<file path="config.mk">
export PLATFORM = sky130hd
export DESIGN_NAME = operand_fetch_sel_flat
export DESIGN_NICKNAME = d
export VERILOG_FILES = /design/src/rtl/operand_fetch_sel_if.sv /design/src/rtl/operand_fetch_sel.sv /design/src/flat_wrapper.sv
export SDC_FILE = /design/constraint.sdc
export NUM_CORES = 1
export LEC_CHECK = 0
export ABC_AREA = 1
export CAP_MARGIN = 15
export CORE_UTILIZATION = 35
export CTS_BUF_LIST = sky130_fd_sc_hd__clkbuf_16
export DETAILED_ROUTE_END_ITERATION = 8
export PLACE_DENSITY = 0.79
export SYNTH_ARGS = -nofsm -noshare
export SYNTH_HDL_FRONTEND = slang
export SYNTH_SLANG_ARGS = --single-unit
</file>
<file path="constraint.sdc">
create_clock -name clk_i -period 2.3 [get_ports clk_i]
set_clock_uncertainty 0.2 [all_clocks]
set_input_delay 0.69 -clock clk_i [delete_from_list [all_inputs] [get_ports clk_i]]
set_output_delay 0.69 -clock clk_i [all_outputs]
set_load 0.02 [all_outputs]
</file>
<file path="src/rtl/operand_fetch_sel_if.sv">
// Request/response bundle for operand_fetch_sel: request handshake in, operand beat stream out.
interface operand_fetch_sel_if #(
  parameter int NR_OF_BITS = 16,
  parameter int SEL_BITS   = 3,
  parameter int LEN_BITS   = 3
);
  logic                  req_valid;
  logic                  req_ready;
  logic [SEL_BITS-1:0]   req_sel;
  logic [LEN_BITS-1:0]   req_len;
  logic [NR_OF_BITS-1:0] out_data;
  logic                  out_valid;
  logic                  out_ready;
  logic                  out_last;
  logic [SEL_BITS-1:0]   out_idx;
  logic                  sel_error;

  modport master (
    output req_valid, req_sel, req_len, out_ready,
    input  req_ready, out_data, out_valid, out_last, out_idx, sel_error
  );

  modport slave (
    input  req_valid, req_sel, req_len, out_ready,
    output req_ready, out_data, out_valid, out_last, out_idx, sel_error
  );
endinterface

</file>
<file path="src/rtl/operand_fetch_sel.sv">
// Burst operand fetcher: streams source registers starting at req_sel, wrapping
// modulo NR_OF_SOURCES, one registered beat per accepted output handshake.
//
// state   | meaning
// IDLE    | req_ready high, waiting for a request
// XFER    | out_valid high, streaming beats until the counter-zero beat is taken
module operand_fetch_sel #(
  parameter int NR_OF_BITS    = 16,
  parameter int NR_OF_SOURCES = 8,
  parameter int SEL_BITS      = 3,
  parameter int LEN_BITS      = 3
) (
  input  logic                                clk_i,
  input  logic                                rst_i,
  input  logic [NR_OF_SOURCES*NR_OF_BITS-1:0] reg_in_i,
  operand_fetch_sel_if.slave                  bus
);

  localparam logic [0:0] ST_IDLE = 1'b0;
  localparam logic [0:0] ST_XFER = 1'b1;
  localparam logic [SEL_BITS:0] NR_SRC_W = (SEL_BITS+1)'(NR_OF_SOURCES);

  logic [0:0]            state_q, state_d;
  logic [LEN_BITS-1:0]   cnt_q, cnt_d;
  logic [NR_OF_BITS-1:0] data_q, data_d;
  logic [SEL_BITS-1:0]   idx_q, idx_d;
  logic                  valid_q, valid_d;
  logic                  last_q, last_d;
  logic                  err_q, err_d;

  logic                  accept;
  logic                  consume;
  logic [SEL_BITS:0]     idx_inc;
  logic [SEL_BITS:0]     idx_wrap;
  logic [SEL_BITS-1:0]   fetch_idx;
  logic [NR_OF_BITS-1:0] fetch_data;
  logic                  fetch_oor;

  assign accept    = (state_q == ST_IDLE) && bus.req_valid;
  assign consume   = valid_q && bus.out_ready;
  assign idx_inc   = {1'b0, idx_q} + 1'b1;
  assign idx_wrap  = idx_inc % NR_SRC_W;
  assign fetch_idx = accept ? bus.req_sel : idx_wrap[SEL_BITS-1:0];
  assign fetch_oor = ({1'b0, fetch_idx} >= NR_SRC_W);

  // Indices with no backing source fall through the loop and read as zero.
  always_comb begin
    fetch_data = '0;
    for (int i = 0; i < NR_OF_SOURCES; i++) begin
      if (fetch_idx == SEL_BITS'(i)) begin
        fetch_data = reg_in_i[i*NR_OF_BITS +: NR_OF_BITS];
      end
    end
  end

  always_comb begin
    state_d = state_q;
    cnt_d   = cnt_q;
    data_d  = data_q;
    idx_d   = idx_q;
    valid_d = valid_q;
    last_d  = last_q;
    err_d   = err_q;
    case (state_q)
      ST_IDLE: begin
        if (accept) begin
          state_d = ST_XFER;
          cnt_d   = bus.req_len;
          data_d  = fetch_data;
          idx_d   = fetch_idx;
          valid_d = 1'b1;
          last_d  = (bus.req_len == '0);
          err_d   = err_q | fetch_oor;
        end
      end
      default: begin
        if (consume) begin
          if (cnt_q == '0) begin
            state_d = ST_IDLE;
            valid_d = 1'b0;
            last_d  = 1'b0;
          end else begin
            cnt_d   = cnt_q - 1'b1;
            data_d  = fetch_data;
            idx_d   = fetch_idx;
            last_d  = (cnt_q == LEN_BITS'(1));
            err_d   = err_q | fetch_oor;
          end
        end
      end
    endcase
  end

  always_ff @(posedge clk_i) begin
    if (rst_i) begin
      state_q <= ST_IDLE;
      cnt_q   <= '0;
      data_q  <= '0;
      idx_q   <= '0;
      valid_q <= 1'b0;
      last_q  <= 1'b0;
      err_q   <= 1'b0;
    end else begin
      state_q <= state_d;
      cnt_q   <= cnt_d;
      data_q  <= data_d;
      idx_q   <= idx_d;
      valid_q <= valid_d;
      last_q  <= last_d;
      err_q   <= err_d;
    end
  end

  assign bus.req_ready = (state_q == ST_IDLE);
  assign bus.out_data  = data_q;
  assign bus.out_idx   = idx_q;
  assign bus.out_valid = valid_q;
  assign bus.out_last  = last_q;
  assign bus.sel_error = err_q;

endmodule

</file>
<file path="src/flat_wrapper.sv">
// flat-port wrapper written by rule: the top's interface ports become plain ports
module operand_fetch_sel_flat 
#(
  parameter int NR_OF_BITS    = 16,
  parameter int NR_OF_SOURCES = 8,
  parameter int SEL_BITS      = 3,
  parameter int LEN_BITS      = 3
)
  (clk_i, rst_i, reg_in_i, bus_req_valid, bus_req_sel, bus_req_len, bus_out_ready, bus_req_ready, bus_out_data, bus_out_valid, bus_out_last, bus_out_idx, bus_sel_error);
  operand_fetch_sel_if #(.NR_OF_BITS(NR_OF_BITS), .SEL_BITS(SEL_BITS), .LEN_BITS(LEN_BITS)) bus_i ();
  input  logic clk_i;
  input  logic rst_i;
  input  logic [NR_OF_SOURCES*NR_OF_BITS-1:0] reg_in_i;
  input wire logic [$bits(bus_i.req_valid)-1:0] bus_req_valid;
  input wire logic [$bits(bus_i.req_sel)-1:0] bus_req_sel;
  input wire logic [$bits(bus_i.req_len)-1:0] bus_req_len;
  input wire logic [$bits(bus_i.out_ready)-1:0] bus_out_ready;
  output wire logic [$bits(bus_i.req_ready)-1:0] bus_req_ready;
  output wire logic [$bits(bus_i.out_data)-1:0] bus_out_data;
  output wire logic [$bits(bus_i.out_valid)-1:0] bus_out_valid;
  output wire logic [$bits(bus_i.out_last)-1:0] bus_out_last;
  output wire logic [$bits(bus_i.out_idx)-1:0] bus_out_idx;
  output wire logic [$bits(bus_i.sel_error)-1:0] bus_sel_error;
  assign bus_i.req_valid = bus_req_valid;
  assign bus_i.req_sel = bus_req_sel;
  assign bus_i.req_len = bus_req_len;
  assign bus_i.out_ready = bus_out_ready;
  assign bus_req_ready = bus_i.req_ready;
  assign bus_out_data = bus_i.out_data;
  assign bus_out_valid = bus_i.out_valid;
  assign bus_out_last = bus_i.out_last;
  assign bus_out_idx = bus_i.out_idx;
  assign bus_sel_error = bus_i.sel_error;
  operand_fetch_sel #(.NR_OF_BITS(NR_OF_BITS), .NR_OF_SOURCES(NR_OF_SOURCES), .SEL_BITS(SEL_BITS), .LEN_BITS(LEN_BITS)) u_core (.clk_i(clk_i), .rst_i(rst_i), .reg_in_i(reg_in_i), .bus(bus_i));
endmodule
</file>
==> flow_metrics.py, run 1 <==
metrics = {
    "yosys": {
        "yosys-top-cells-area": "dfxtp_1 21%, nand3_1 14%, nand2_1 12%",
        "synth_net_count": 521,
        "synth_commonest_cells": "77 x nand2_1, 69 x nand3_1, 39 x inv_1, 39 x nor2_1, 25 x dfxtp_1",
        "yosysMostFrequentCell": "nand2_1",
        "syn-mean-instance-area_um2": 6.29,
        "synth_edf_count": 0,
        "synth_sequential_area_ratio": 0.210,
        "syn_inst": 379,
        "syn_area_um2": 2380,
        "synth_top_area_share": 0.210,
        "synthFlopType": "dfxtp_1",
        "synthDistinctLibCells": 31,
        "synth.ff_latch_count": 25,
        "synth-warning-count": 0,
        "yosys.area.top_type": "dfxtp_1",
        "asyncSetResetFlopFracSynth": 0,
    },
    "floorplan": {
        "die_area_um2": 7140,
        "fp.coreArea_um2": 6460,
        "io-pin-count": 161,
        "start_util": 0.369,
        "floorplan.rows": 29,
        "die-height_um": 84.5,
        "die_width_um": 84.5,
    },
    "outcome": {
        "run_status": "complete, but fails checks",
        "violated_checks": "DRC",
    },
    "setup_path": {
        "cpLargestDelayFamily": "buffers and inverters",
        "timing.critical_path.buf_inv": 1,
        "worstPathCellList": "clkdlybuf4s50_1",
        "critPathMaxStageDelay_ps": 640,
        "timing.critical_path.fanout_max": 4,
        "criticalPathCategory": "reg -> out",
        "worstPathRequired_ps": 1410,
        "arrival_time_of_the_worst_setup_path_ps": 1320,
        "worst_path_max_delay_cell": "clkdlybuf4s50_1",
        "start_kind": "flop",
        "sort_of_element_at_the_end_of_the_critical_path": "primary output",
    },
    "sta": {
        "finalMaxSlewViolations": 0,
        "worst_hold_slack_ps": 271,
        "totalNegativeSetupSlack_ps": 0,
        "layout_setup_ws_ps": 88.1,
        "clock.fmax_ghz": 0.452,
        "setup_violations": 0,
        "grt_setup_unrepaired": "false",
        "finalCriticalPeriod_ps": 2210,
        "min_period_over_period": 0.962,
        "timing.final.hold_violations": 0,
    },
    "placed_design": {
        "place_area_um2": 4200,
        "place_ws_ps": -509,
        "gp_congestion": 0.908,
        "place_hpwl_um": 7380,
        "io_buffer_count": 159,
        "dp.cells": 616,
    },
    "detailed_routing": {
        "routed_wirelength_um": 10000,
        "starting_drt_drc_count": 252,
        "wire_per_inst_um": 15.8,
        "dr_total_vias": 3358,
        "dr.pass1.iters": 7,
        "drc_errors": 7,
        "post_drt_via_cell_ratio": 5.30,
        "postRouteAntennaNets": 0,
    },
    "flow_run": {
        "max_cap_violations": 0,
    },
    "grt": {
        "antenna_violations_before_repair": 0,
        "grt_pass1_vias": 3168,
        "pin_count_of_the_biggest_net_entering_global_routing": 50,
        "grt_first_pass_wirelength_um": 14600,
        "grt_overflow_total": 0,
        "grt_usage": 0.257,
    },
    "clock_tree": {
        "cts.htree.levels": 1,
        "tritoncts": "yes",
        "cts_hold_buffers": 0,
        "clock_path_buffers": 2,
        "worst_setup_hold_path_clk_slew_ps": 60,
        "clkLatencyLatePin_ps": 260,
        "tritoncts.num_buffers": 3,
        "sinks_on_clock_net": 25,
        "cts.root.buffer_cell": "clkbuf_16",
    },
    "cells_and_area": {
        "number_of_antenna_diodes": 0,
        "share_of_cells_above_drive_strength_1": 0.151,
        "area_growth_syn_to_layout_pct": 90.9,
        "final_nets": 699,
        "post-route-util": 0.704,
        "final_cell_count_no_fill": 633,
        "final_area_um2": 4550,
    },
    "worst_hold_path": {
        "hold_class": "reg -> reg",
    },
    "power_and_ir_drop": {
        "leak_nw": 1.94,
        "max-vdd-ir-drop_v": 0.000311,
        "total_power_mw": 2.31,
        "pwr_density_cell_nw_per_um2": 508,
    },
}
==> cells in the final DEF (no fill, tap or decap), drive strengths merged <==
cell type,count
a211oi,3
clkinv,1
dfxtp,25
a31oi,2
conb,1
buf,35
nand4,17
inv,41
nand3,71
o211ai,14
ha,4
nor3,4
nor2,43
clkdlybuf4s50,154
a21oi,19
o311ai,1
nand3b,3
clkbuf,7
o21ai,23
dlymetal6s2s,3
nand2,84
dlygate4sd2,1
==> layout make-up <==
cell class / instances / area (um^2)
clock inverter: 1 / 5.00
fill: 504 / 1910
clock buffer: 3 / 75.1
inverter: 41 / 156
timing repair buffer: 197 / 2080
multi-input combinational: 289 / 1630
sequential: 25 / 500
tap: 77 / 96.3
==> flip-flops by register name, indices dropped and copies added, names as in the netlist <==
signal and count:
u_core.bus.out_data 16, u_core.bus.out_idx 3, u_core.cnt_q 3, u_core.bus.out_last 1, u_core.bus.out_valid 1, u_core.state_q 1
==> where the power goes <==
part           internal (mW)  switching (mW)  total (mW)
logic                  0.705           0.693        1.40
registers              0.488          0.0375       0.525
clock network          0.234           0.152       0.387
total                   1.43           0.883        2.31
==> tightest hold or removal path: stages, from the launching register on <==
cell,delay [ps]
dfxtp_1,310
nand2_1,60
a21oi_1,50
==> path summary, 6_finish.rpt <==
path | from | slack, ps | to | depth (start not counted)
max | u_core.bus.out_idx[0]$_SDFFE_PP0P_ | 90 | bus_out_idx[0] | 1
max reg2reg | u_core.bus.out_idx[0]$_SDFFE_PP0P_ | 160 | u_core.bus.out_data[8]$_SDFFE_PP0P_ | 10
min reg2reg | u_core.bus.out_data[10]$_SDFFE_PP0P_ | 270 | u_core.bus.out_data[10]$_SDFFE_PP0P_ | 2
min | u_core.bus.out_data[10]$_SDFFE_PP0P_ | 270 | u_core.bus.out_data[10]$_SDFFE_PP0P_ | 2
==> logic make-up (layout without fill, tap and decap cells) <==
kind of cell / count (synthesis) / after routing / share of synthesized area
other cells: 1 / 1 / 0.00157
buf+inv: 65 / 242 / 0.132
flops: 25 / 25 / 0.210
compound gates: 62 / 62 / 0.165
fa+ha+maj: 4 / 4 / 0.0210
simple gates: 222 / 222 / 0.470
==> layer usage <==
| metal | part of all wire | GRT usage | wire length, um |
|---|---|---|---|
| met1 | 0.38 | 0.299 | 3850 |
| met2 | 0.49 | 0.475 | 4960 |
| met3 | 0.093 | 0.0570 | 928 |
| met4 | 0.029 | 0.0678 | 291 |
| met5 | 0 | 0 | 0 |
==> what timing repair did <==
action	4_1_cts	5_1_grt
endpoints found under the setup margin	18	16
gates cloned	0	5
setup buffers	1	7
pin swaps	2	17
resized for setup	2	26
Power figures use the tool's default switching activity.
==> inputs of run 2 (changes only) <==
--- a/config.mk
+++ b/config.mk
@@ -9,6 +9,8 @@
 export CAP_MARGIN = 15
 export CORE_UTILIZATION = 35
 export CTS_BUF_LIST = sky130_fd_sc_hd__clkbuf_16
+export CTS_CLUSTER_DIAMETER = 150
+export CTS_CLUSTER_SIZE = 40
 export DETAILED_ROUTE_END_ITERATION = 8
 export PLACE_DENSITY = 0.79
 export SYNTH_ARGS = -nofsm -noshare
==> results of run 2 <==
Final layout, timing and power as in run 1 (identical DEF).
